**src/rtl/uart_pkg.sv**
```systemverilog
// Shared definitions for the UART receive path: FSM states, sample points, data widths.
package uart_pkg;

    typedef enum logic [2:0] {
        IDLE   = 3'd0,
        START  = 3'd1,
        DATA   = 3'd2,
        PARITY = 3'd3,
        STOP   = 3'd4
    } rx_state_e;

    localparam logic [3:0] SAMPLE_MID = 4'd7;
    localparam logic [3:0] SAMPLE_END = 4'd15;

    localparam int unsigned DATA_BITS_7 = 7;
    localparam int unsigned DATA_BITS_8 = 8;

    // Value of bit_cnt when the final data bit of the frame is being sampled.
    function automatic logic [2:0] last_bit_idx(input logic bit8);
        return bit8 ? 3'(DATA_BITS_8 - 1) : 3'(DATA_BITS_7 - 1);
    endfunction

endpackage

```
**src/rtl/echo_control_uart_rx_sync.sv**
```systemverilog
// N-flop synchroniser for the asynchronous rx line; resets to the idle-high level.
module echo_control_uart_rx_sync #(
    parameter int unsigned STAGES = 2
) (
    input  logic clk,
    input  logic reset_n,
    input  logic d,
    output logic q
);

    logic [STAGES-1:0] sync_q;

    always_ff @(posedge clk or negedge reset_n) begin
        if (!reset_n) begin
            sync_q <= '1;
        end else begin
            sync_q <= {sync_q[STAGES-2:0], d};
        end
    end

    assign q = sync_q[STAGES-1];

endmodule

```
**src/rtl/echo_control_uart_rx_core.sv**
```systemverilog
// UART receive engine: 16x oversampled start detection, 7/8 data bits, optional parity,
// stop-bit check, and a held-byte register with full/overflow handshake to the host.
module echo_control_uart_rx_core
    import uart_pkg::*;
#(
    parameter int unsigned RX_SYNC_STAGES = 2
) (
    input  logic       clk,
    input  logic       reset_n,
    input  logic       baud_clock,
    input  logic       rx,
    input  logic       bit8,
    input  logic       parity_en,
    input  logic       odd_n_even,
    input  logic       read_rx_byte,
    output logic [7:0] rx_byte,
    output logic       receive_full,
    output logic       parity_err,
    output logic       framing_err,
    output logic       overflow
);

    logic       rx_s;
    rx_state_e  state_q, state_d;
    logic [3:0] samp_cnt_q, samp_cnt_d;
    logic [2:0] bit_cnt_q, bit_cnt_d;
    logic [7:0] shreg_q, shreg_d;
    logic       par_bit_q, par_bit_d;
    logic       byte_done;
    logic [7:0] rx_data;
    logic       perr_new;

    echo_control_uart_rx_sync #(
        .STAGES (RX_SYNC_STAGES)
    ) u_sync (
        .clk     (clk),
        .reset_n (reset_n),
        .d       (rx),
        .q       (rx_s)
    );

    always_ff @(posedge clk or negedge reset_n) begin
        if (!reset_n) begin
            state_q    <= IDLE;
            samp_cnt_q <= '0;
            bit_cnt_q  <= '0;
            shreg_q    <= '0;
            par_bit_q  <= 1'b0;
        end else begin
            state_q    <= state_d;
            samp_cnt_q <= samp_cnt_d;
            bit_cnt_q  <= bit_cnt_d;
            shreg_q    <= shreg_d;
            par_bit_q  <= par_bit_d;
        end
    end

    always_comb begin
        state_d    = state_q;
        samp_cnt_d = samp_cnt_q;
        bit_cnt_d  = bit_cnt_q;
        shreg_d    = shreg_q;
        par_bit_d  = par_bit_q;
        byte_done  = 1'b0;
        if (baud_clock) begin
            case (state_q)
                IDLE: begin
                    if (!rx_s) begin
                        state_d    = START;
                        samp_cnt_d = '0;
                    end
                end
                START: begin
                    samp_cnt_d = samp_cnt_q + 4'd1;
                    if (samp_cnt_q == SAMPLE_MID) begin
                        if (!rx_s) begin
                            state_d    = DATA;
                            samp_cnt_d = '0;
                            bit_cnt_d  = '0;
                        end else begin
                            state_d = IDLE;
                        end
                    end
                end
                DATA: begin
                    samp_cnt_d = samp_cnt_q + 4'd1;
                    if (samp_cnt_q == SAMPLE_END) begin
                        shreg_d   = {rx_s, shreg_q[7:1]};
                        bit_cnt_d = bit_cnt_q + 3'd1;
                        if (bit_cnt_q == last_bit_idx(bit8)) begin
                            state_d = parity_en ? PARITY : STOP;
                        end
                    end
                end
                PARITY: begin
                    samp_cnt_d = samp_cnt_q + 4'd1;
                    if (samp_cnt_q == SAMPLE_END) begin
                        par_bit_d = rx_s;
                        state_d   = STOP;
                    end
                end
                STOP: begin
                    samp_cnt_d = samp_cnt_q + 4'd1;
                    if (samp_cnt_q == SAMPLE_END) begin
                        byte_done = 1'b1;
                        state_d   = IDLE;
                    end
                end
                default: state_d = IDLE;
            endcase
        end
    end

    // 7-bit frames land in shreg[7:1] after LSB-first shifting; right-justify them.
    assign rx_data  = bit8 ? shreg_q : {1'b0, shreg_q[7:1]};
    assign perr_new = parity_en & ((^rx_data ^ odd_n_even) ^ par_bit_q);

    always_ff @(posedge clk or negedge reset_n) begin
        if (!reset_n) begin
            rx_byte      <= '0;
            receive_full <= 1'b0;
            parity_err   <= 1'b0;
            framing_err  <= 1'b0;
            overflow     <= 1'b0;
        end else if (byte_done) begin
            // A read on the completion cycle frees the slot, so the new byte wins.
            if (!receive_full || read_rx_byte) begin
                rx_byte      <= rx_data;
                receive_full <= 1'b1;
                parity_err   <= perr_new;
                framing_err  <= ~rx_s;
                overflow     <= 1'b0;
            end else begin
                overflow <= 1'b1;
            end
        end else if (read_rx_byte && receive_full) begin
            receive_full <= 1'b0;
            parity_err   <= 1'b0;
            framing_err  <= 1'b0;
            overflow     <= 1'b0;
        end
    end

endmodule

```
**config.mk**
```make
export PLATFORM = sky130hd
export DESIGN_NAME = echo_control_uart_rx_core
export DESIGN_NICKNAME = d
export VERILOG_FILES = /design/src/rtl/uart_pkg.sv /design/src/rtl/echo_control_uart_rx_sync.sv /design/src/rtl/echo_control_uart_rx_core.sv
export SDC_FILE = /design/constraint.sdc
export NUM_CORES = 1
export LEC_CHECK = 0
export ABC_AREA = 1
export BUFFER_PORTS_ARGS = -buffer_cell sky130_fd_sc_hd__buf_2
export CAP_MARGIN = 25
export CORE_ASPECT_RATIO = 0.8
export CORE_UTILIZATION = 60
export DETAILED_ROUTE_END_ITERATION = 12
export GPL_ROUTABILITY_DRIVEN = 0
export PLACE_DENSITY = 0.81
export SYNTH_ARGS = -nofsm -noshare
export SYNTH_HDL_FRONTEND = slang
export SYNTH_SLANG_ARGS = --single-unit
```
**constraint.sdc**
```tcl
create_clock -name clk -period 4.4 [get_ports clk]
set_clock_uncertainty 0.1 [all_clocks]
set_input_delay 0.44 -clock clk [delete_from_list [all_inputs] [get_ports clk]]
set_output_delay 0.44 -clock clk [all_outputs]
set_load 0.03 [all_outputs]
```
==> results of run 1 <==
==> where the power goes <==
part | internal (mW) | total (mW) | switching [mW]
registers | 0.330 | 0.374 | 0.0444
logic | 0.0796 | 0.252 | 0.173
clock network | 0.141 | 0.249 | 0.108
total | 0.551 | 0.876 | 0.325
==> sequential cells by signal (all words and copies together), names as in the netlist <==
signal and flops:
bit_cnt_q 3, framing_err 1, overflow 1, par_bit_q 1, parity_err 1, receive_full 1
rx_byte 8, samp_cnt_q 4, shreg_q 8, state_q 3, u_sync.sync_q 2
==> synthesized netlist by cell type <==
cell	n	area [sq um]
o22ai_1	1	6.26
xor2_1	2	17.5
o21a_1	2	15.0
a211oi_1	1	7.51
nor2_1	7	26.3
nand4_4	1	21.3
buf_6	5	56.3
inv_2	3	11.3
nand2_1	102	383
inv_6	1	8.76
a21oi_1	3	15.0
o21ai_0	9	45.0
nand2_4	1	11.3
ha_1	2	25.0
nand2_2	5	31.3
o21ai_2	16	140
o211ai_1	1	7.51
a22oi_1	1	7.51
inv_1	27	101
nor2_4	4	45.0
dfrtp_1	31	776
nand3_2	2	20.0
buf_4	1	7.51
nor2_8	1	20.0
nor2_2	3	18.8
nand4_1	3	18.8
o31ai_1	1	7.51
dfstp_2	2	52.6
o21ai_1	4	20.0
nand3_1	14	70.1
==> final timing paths <==
check	endpoint	slack (ns)	startpoint
setup / recovery	parity_err	2.65	samp_cnt_q[0]
hold / removal	state_q[0]	0.11	reset_n
setup reg to reg	parity_err	2.65	samp_cnt_q[0]
hold reg to reg	u_sync.sync_q[1]	0.26	u_sync.sync_q[0]
max in group asynchronous	samp_cnt_q[1]	3.62	reset_n
min in group clk	u_sync.sync_q[0]	0.16	rx
==> cell families after synthesis <==
family | Yosys count | share of synthesized area, %
adders and majority gates | 2 | 1.26
DFF | 33 | 41.6
xor gates and xnor gates | 2 | 0.879
and+or+nand+nor | 143 | 33.4
buffers and inverters | 37 | 9.29
AOI/OAI and AO/OA | 39 | 13.6
==> per-layer routing <==
metal | vias up | routed length [um] | share of wire (%) | track usage, %
met5 | - | 0 | 0 | 0
met4 | 0 | 22 | 0.57 | 8.16
met1 | 732 | 1900 | 50 | 34.5
met3 | 4 | 248 | 6.5 | 5.72
li1 | 848 | - | - | -
met2 | 43 | 1660 | 43 | 36.2
==> worst reg2reg max path: stages, from the launching register on <==
cell and delay [ns]:
dfrtp_1 0.37, ha_1 0.21, nand2_2 0.08, nor2_2 0.11, inv_2 0.08, nor2_8 0.14, nand4_4 0.27, nor2_1 0.20
nand3_1 0.09, nand2_1 0.06
==> cell usage in the layout, fill, tap and decap left out, types with 2 or more instances in the layout <==
| cell | count |
|---|---|
| dfstp_2 | 2 |
| o21a_1 | 2 |
| nor2_4 | 4 |
| nand3_1 | 14 |
| nand3_2 | 2 |
| buf_2 | 19 |
| nor2_2 | 3 |
| o21ai_1 | 4 |
| xor2_1 | 2 |
| ha_1 | 2 |
| clkbuf_8 | 7 |
| o21ai_0 | 9 |
| o21ai_2 | 16 |
| nand2_2 | 5 |
| a21oi_1 | 3 |
| inv_1 | 27 |
| nand4_1 | 3 |
| nand2_1 | 102 |
| nor2_1 | 7 |
| dfrtp_1 | 31 |
| inv_2 | 3 |
==> area by class of cell <==
cell class / instances / area share (%)
repair buffers: 19 / 4.37
clock buffers: 7 / 4.43
multi-input cells: 186 / 45.0
inverters: 31 / 5.58
well taps: 40 / 2.30
flip-flops and latches: 33 / 38.1
clock inverters: 1 / 0.230
==> out/results.txt, run 1 <==
Yosys cell types -> 30
Tot Pwr -> 0.876 mW
final instance area -> 2180 sq um
initial core utilization -> 63.7%
#FFs+latches synth -> 33
via count -> 1,627
worst vdd rail ir drop -> 300 uV
Syn Area/Cell -> 7.79 sq um
setup violators final -> 0
Top delay family on crit path -> simple AND/OR/NAND/NOR gates
Mapped Area -> 1990 sq um
Routed wire per std cell -> 12.1 um
cts bufs inserted -> 5
post-DP HPWL -> 2.91 mm
Top-Level Pins -> 20
sequential area share after synthesis -> 41.6%
CP arrival -> 1.88 ns
cell count along the critical path -> 9
Die Span X -> 66.4 um
pwr/cell area -> 402 nW/um^2
Yosys Warn Count -> 0
RSZ-0062 raised after global routing -> no
dpl cells -> 309
drt pass-1 iters -> 4
# DRC -> 0
Max stage delay on crit path -> 0.37 ns
H-tree levels -> 2
Skew-Pair Late Insertion Delay -> 0.29 ns
vias in the first global route -> 1,381
num rows -> 18
antenna viol nets, final -> 0
Pins Over Slew Limit -> 0
Req. time, crit path -> 4.53 ns
R2R cell count -> 9
Fillers -> 255
crit start category -> flip-flop
core area -> 3130 sq um
Cell Area, Placed -> 2070 sq um
setup TNS -> 0 ns
ANT cells -> 0
setup bufs post-CTS -> 0
initial antenna violation count -> 0
total leakage power -> 1.15 nW
IO buf count -> 19
Layout Utilization -> 69.5%
post-CTS sizing -> 0
Worst Tran Pin Value -> 0.731 ns
ratio of cells with drive above 1 in the final layout -> 23.8%
Synth Net Count -> 266
clk sinks -> 33
status -> completed
PnR worst setup slack -> 2.65 ns
final net count -> 286
Hold WS -> 0.105 ns
Via density -> 5.13
Layout area overhead -> 9.17%
Die Area -> 3560 sq um
CTS tree -> yes
critical path class -> flip-flop to flip-flop
crit path buf inv count -> 1
Hold Vio Cnt, Final -> 0
global-route usage over all layers -> 24.2%
Post-Route WL -> 3.83 mm
GR Overflow Total -> 0
dpl ws -> 2.65 ns
post-route clock period utilization -> 39.7%
first-pass GRT wire length -> 6.22 mm
worst min-delay path class -> primary input to asynchronous set/reset pin
fmax -> 0.572 GHz
area of the multi-input gates -> 980 sq um
fin crit period -> 1.75 ns
largest net degree at the start of global routing -> 34
largest fanout on the critical path -> 18
Post-Syn Instances -> 256
CP max-delay cell -> dfrtp_1
Clock transition at path regs -> 0.07 ns
non-filler instance count after layout -> 317
DR iter-0 viols -> 124
crit path cell chain -> ha_1 > nand2_2 > nor2_2 > inv_2 > nor2_8 > nand4_4 > nor2_1 > nand3_1 > nand2_1
Hold Buf Count CTS -> 0
clock buffer depth -> 2
CP Capture Type -> flip-flop
Die H -> 53.6 um
CTS root buf -> clkbuf_8
max-cap violations -> 0
Worst slew margin -> 51.3%
flip-flop and latch area -> 828 sq um
(Power assumes the default switching activity.)
==> inputs of run 2 (changes only) <==
- CORE_UTILIZATION: 60 -> 53
- PLACE_DENSITY: 0.81 -> 0.76
- clock period: 4.4 -> 1.5 ns (I/O delays scaled with it)
==> run 2 against run 1 <==
Against the previous run:
- the flow now finishes with violations (DRC, setup timing)
- sequential power grew to 2.9 times the previous value
- power grew to 3.5 times the previous value
- non-clock buffer count grew 35
- clock-buffer cell count is the same
- via count grew 17%
- largest cell class unchanged
- largest power group is now combinational logic
==> out/results.txt, run 2 (synthesis gave the netlist of run 1 again) <==
worst vdd rail ir drop -> 674 uV
Routed wire per std cell -> 13.8 um
CP arrival -> 1.65 ns
CTS tree -> yes
num rows -> 19
status -> finished with violations
worst min-delay path class -> primary input to flip-flop
Hold Vio Cnt, Final -> 0
global-route usage over all layers -> 22.6%
Via density -> 5.36
# DRC -> 6
CTS root buf -> clkbuf_8
most common cell after layout, fill and taps aside -> nand2_1
Layout Utilization -> 76.1%
total leakage power -> 1.35 nW
reg2reg start -> state_q[1]
max-cap violations -> 0
core area -> 3520 sq um
post-DP HPWL -> 3.03 mm
initial antenna violation count -> 0
hold depth -> 4
Hold Path Sink -> state_q[2]
final net count -> 322
initial core utilization -> 56.7%
dpl ws -> -0.0763 ns
antenna viol nets, final -> 0
R2R Setup Slk -> -0.09 ns
CP Capture Type -> flip-flop
H-tree levels -> 2
Clock transition at path regs -> 0.07 ns
Die H -> 56.9 um
first-pass GRT wire length -> 7.07 mm
Req. time, crit path -> 1.56 ns
Top-Level Pins -> 20
Die Area -> 4010 sq um
largest fanout on the critical path -> 5
clock buffer depth -> 2
Hold WS -> 0.0800 ns
Layout area overhead -> 34.3%
Top Registers -> rx_byte x8, shreg_q x8, samp_cnt_q x4
PnR worst setup slack -> -0.0891 ns
fin crit period -> 1.59 ns
Hold Startpoint -> parity_en
R2R cell count -> 8
ANT cells -> 0
Pins Over Slew Limit -> 0
ratio of cells with drive above 1 in the final layout -> 41.2%
clk sinks -> 33
reg2reg end -> bit_cnt_q[0]
highest-count cells in the layout ignoring fill and taps -> 85 x nand2_1, 28 x buf_4, 27 x dfrtp_1
fmax -> 0.629 GHz
largest net degree at the start of global routing -> 19
failing checks -> DRC, setup timing
IO buf count -> 19
final instance area -> 2680 sq um
Skew-Pair Late Insertion Delay -> 0.28 ns
Worst Tran Pin Value -> 0.377 ns
Post-Route WL -> 4.91 mm
vias in the first global route -> 1,566
GR Overflow Total -> 0
crit start category -> flip-flop
post-route clock period utilization -> 106%
critical path class -> flip-flop to flip-flop
DR iter-0 viols -> 130
Worst slew margin -> 74.9%
RSZ-0062 raised after global routing -> yes
Cell Area, Placed -> 2260 sq um
drt pass-1 iters -> 8
setup violators final -> 24
pwr/cell area -> 1160 nW/um^2
cts bufs inserted -> 5
via count -> 1,902
Die Span X -> 70.6 um
-- run 2: final cells by class --
class                      instances  area, sq um
timing repair buffer              54          408
clock buffer                       7         76.3
clock inverter                     1         5.00
inverter                          31          131
tap                               42         52.6
multi-input combinational        187         1170
fill                             232          842
sequential                        33          833
-- run 2: power by group --
part	switching (mW)	internal, mW
clock network	0.298	0.325
registers	0.120	0.976
logic	0.786	0.593
total	1.20	1.89
-- run 2: worst max path at each step --
stage               depth (start not counted)          start      endpoint  slack (ns)
floorplan                                   9  samp_cnt_q[0]    rx_byte[7]       -0.04
global placement                            8  samp_cnt_q[1]    shreg_q[3]       -0.04
detailed placement                          8  samp_cnt_q[1]    shreg_q[1]       -0.08
CTS                                         9  samp_cnt_q[1]    rx_byte[5]       -0.05
global route                               10     shreg_q[2]    parity_err       -0.19
finish                                      8     state_q[1]  bit_cnt_q[0]       -0.09
-- run 2: per-layer routing --
metal	up-vias	wire length [um]	global-route usage (%)
li1	934	-	-
met1	871	2200	33.0
met2	85	2300	33.7
met3	12	292	5.92
met4	0	116	5.14
met5	-	0	0
-- run 2: worst max-delay path, cell delays in order (launching register included) --
cell	delay, ns
dfrtp_2	0.45
inv_2	0.07
nor2_4	0.17
nand2_4	0.13
o21ai_4	0.10
nand3_4	0.11
nor2_4	0.13
o21ai_1	0.09
o21a_1	0.11
-- run 2: through the flow --
stage / setup TNS, ns / power (mW) / std cells
after floorplan: -0.0706 / 1.70 / 256
after global placement: -0.460 / 2.04 / 332
after detailed placement: -1.17 / 2.05 / 332
after CTS: -0.448 / 2.72 / 344
after global routing: -2.56 / 3.26 / 355
final: -1.13 / 3.10 / 355
-- run 2: timing repair --
item | CTS | global route
hold endpoints to repair | 19 | 0
endpoints found under the setup margin | 22 | 29
hold buffers | 2 | 0
gates cloned | 0 | 1
pin swaps | 1 | 13
setup buffers | 2 | 10
gates resized for setup | 14 | 43
==> inputs of run 3 (changes only) <==
- CORE_UTILIZATION: 53 -> 55
- CTS_BUF_LIST: unset -> sky130_fd_sc_hd__clkbuf_4 sky130_fd_sc_hd__clkbuf_8
- PLACE_DENSITY: 0.76 -> 0.78
==> run 3 against run 2 <==
Against the previous run:
- the flow finishes with violations (setup timing)
- via count down 10%
- register-to-register slack worse by 0.05 ns
- fmax down 3.2%
- cell area down 6.5%
==> out/results.txt, run 3 (synthesis gave the netlist of run 1 again) <==
core area -> 3450 sq um
Worst slew margin -> 72.4%
Req. time, crit path -> 1.58 ns
pwr/cell area -> 1250 nW/um^2
H-tree levels -> 2
antenna viol nets, final -> 0
final net count -> 308
DR top layer -> met4
most common cell after layout, fill and taps aside -> nand2_1
Top-Level Pins -> 20
failing checks -> setup timing
CP max-delay cell -> dfrtp_1
Worst Tran Pin Value -> 0.414 ns
RSZ-0062 raised after global routing -> yes
CTS tree -> yes
most used cell, CP -> nand2_2
Fillers -> 251
largest fanout on the critical path -> 5
setup TNS -> -2.17 ns
Tot Pwr -> 3.12 mW
Max stage delay on crit path -> 0.36 ns
crit path cell chain -> ha_2 > nand2_2 > nor2_4 > inv_4 > nor2_8 > nand3_4 > o21ai_4 > inv_2 > nand2_2 > nand2_1
vias in the first global route -> 1,528
critical path class -> flip-flop to flip-flop
PnR worst setup slack -> -0.141 ns
met2 wire len -> 1.86 mm
Die Span X -> 69.3 um
CP arrival -> 1.72 ns
DR iter-0 viols -> 88
share of power burned in registers -> 34.9%
initial core utilization -> 57.8%
P_int -> 1.99 mW
Top Registers -> rx_byte x8, shreg_q x8, samp_cnt_q x4
Top delay family on crit path -> simple AND/OR/NAND/NOR gates
Cell Area, Placed -> 2220 sq um
post-DP HPWL -> 2.89 mm
Routed wire per std cell -> 12.3 um
fin crit period -> 1.64 ns
Sw Ratio -> 36.1%
Pins Over Slew Limit -> 0
largest net degree at the start of global routing -> 34
crit path buf inv count -> 2
CTS root buf -> clkbuf_8
Die H -> 55.8 um
# DRC -> 0
dpl cells -> 326
final instance area -> 2500 sq um
Comb power frac -> 36.9%
Via density -> 5.00
clock share of power -> 28.3%
drt pass-1 iters -> 4
worst min-delay path class -> primary input to flip-flop
GR Overflow Total -> 0
Die Area -> 3870 sq um
dpl ws -> -0.119 ns
ANT cells -> 0
IO buf count -> 19
setup violators final -> 24
global-route usage over all layers -> 24.0%
cts bufs inserted -> 5
ratio of cells with drive above 1 in the final layout -> 35.8%
Met1 Routed Length -> 2.09 mm
post-route clock period utilization -> 109%
Hold WS -> 0.0279 ns
num rows -> 19
met3 routed WL -> 158 um
non-filler instance count after layout -> 341
Post-Route WL -> 4.19 mm
max-cap violations -> 0
via count -> 1,706
crit start category -> flip-flop
highest-count cells in the layout ignoring fill and taps -> 91 x nand2_1, 28 x dfrtp_1, 25 x inv_1
total leakage power -> 1.28 nW
Layout area overhead -> 25.5%
Layout Utilization -> 72.6%
CP Capture Type -> flip-flop
P_sw -> 1.13 mW
Hold Vio Cnt, Final -> 0
worst vdd rail ir drop -> 811 uV
clk sinks -> 33
first-pass GRT wire length -> 7.13 mm
status -> finished with violations
initial antenna violation count -> 0
Skew-Pair Late Insertion Delay -> 0.29 ns
clock buffer depth -> 2
fmax -> 0.609 GHz
Clock transition at path regs -> 0.07 ns
run 3: path summary, 6_finish.rpt:
check	to	cells after the start	startpoint	slack, ns
min in group asynchronous	state_q[2]	3	reset_n	0.32
worst max register to register	parity_err	10	samp_cnt_q[0]	-0.14
worst min-delay path	state_q[2]	4	parity_en	0.03
worst min register to register	u_sync.sync_q[1]	0	u_sync.sync_q[0]	0.26
max in group asynchronous	u_sync.sync_q[0]	3	reset_n	0.64
worst max-delay path	parity_err	10	samp_cnt_q[0]	-0.14
run 3: final cells by class:
| class | instances | area [sq um] | share of cell area [%] |
|---|---|---|---|
| clock buffers | 7 | 90.1 | 3.60 |
| multi-input cells | 186 | 1080 | 43.3 |
| clock inverters | 1 | 30.0 | 1.20 |
| flip-flops and latches | 33 | 832 | 33.3 |
| well taps | 42 | 52.6 | 2.10 |
| repair buffers | 41 | 290 | 11.6 |
| inverters | 31 | 124 | 4.95 |
run 3: power by group through the flow:
stage	Combinational [mW]	Clock [mW]	Sequential, mW
after global routing	1.26	0.931	1.09
after floorplan	0.639	0	1.06
after CTS	0.929	0.903	1.09
after detailed placement	0.899	0	1.09
final	1.15	0.881	1.09
after global placement	0.891	0	1.08
run 3: repair_timing:
action	CTS	global route
buffers inserted	0	5
gates resized for setup	13	22
hold endpoints to repair	32	0
pin swaps	1	14
hold buffers	2	0
setup endpoints to repair	26	28
run 3: worst reg2reg max path, stage by stage, from the launching register on:
cell	delay [ns]
dfrtp_1	0.36
ha_2	0.20
nand2_2	0.07
nor2_4	0.15
inv_4	0.06
nor2_8	0.15
nand3_4	0.10
o21ai_4	0.16
inv_2	0.06
nand2_2	0.06
nand2_1	0.06
run 3: layer usage:
layer  vias up  track usage [%]
li1        897                -
met4         0             8.45
met5         -                0
met1       765             33.8
met3         9             7.61
met2        35             34.8
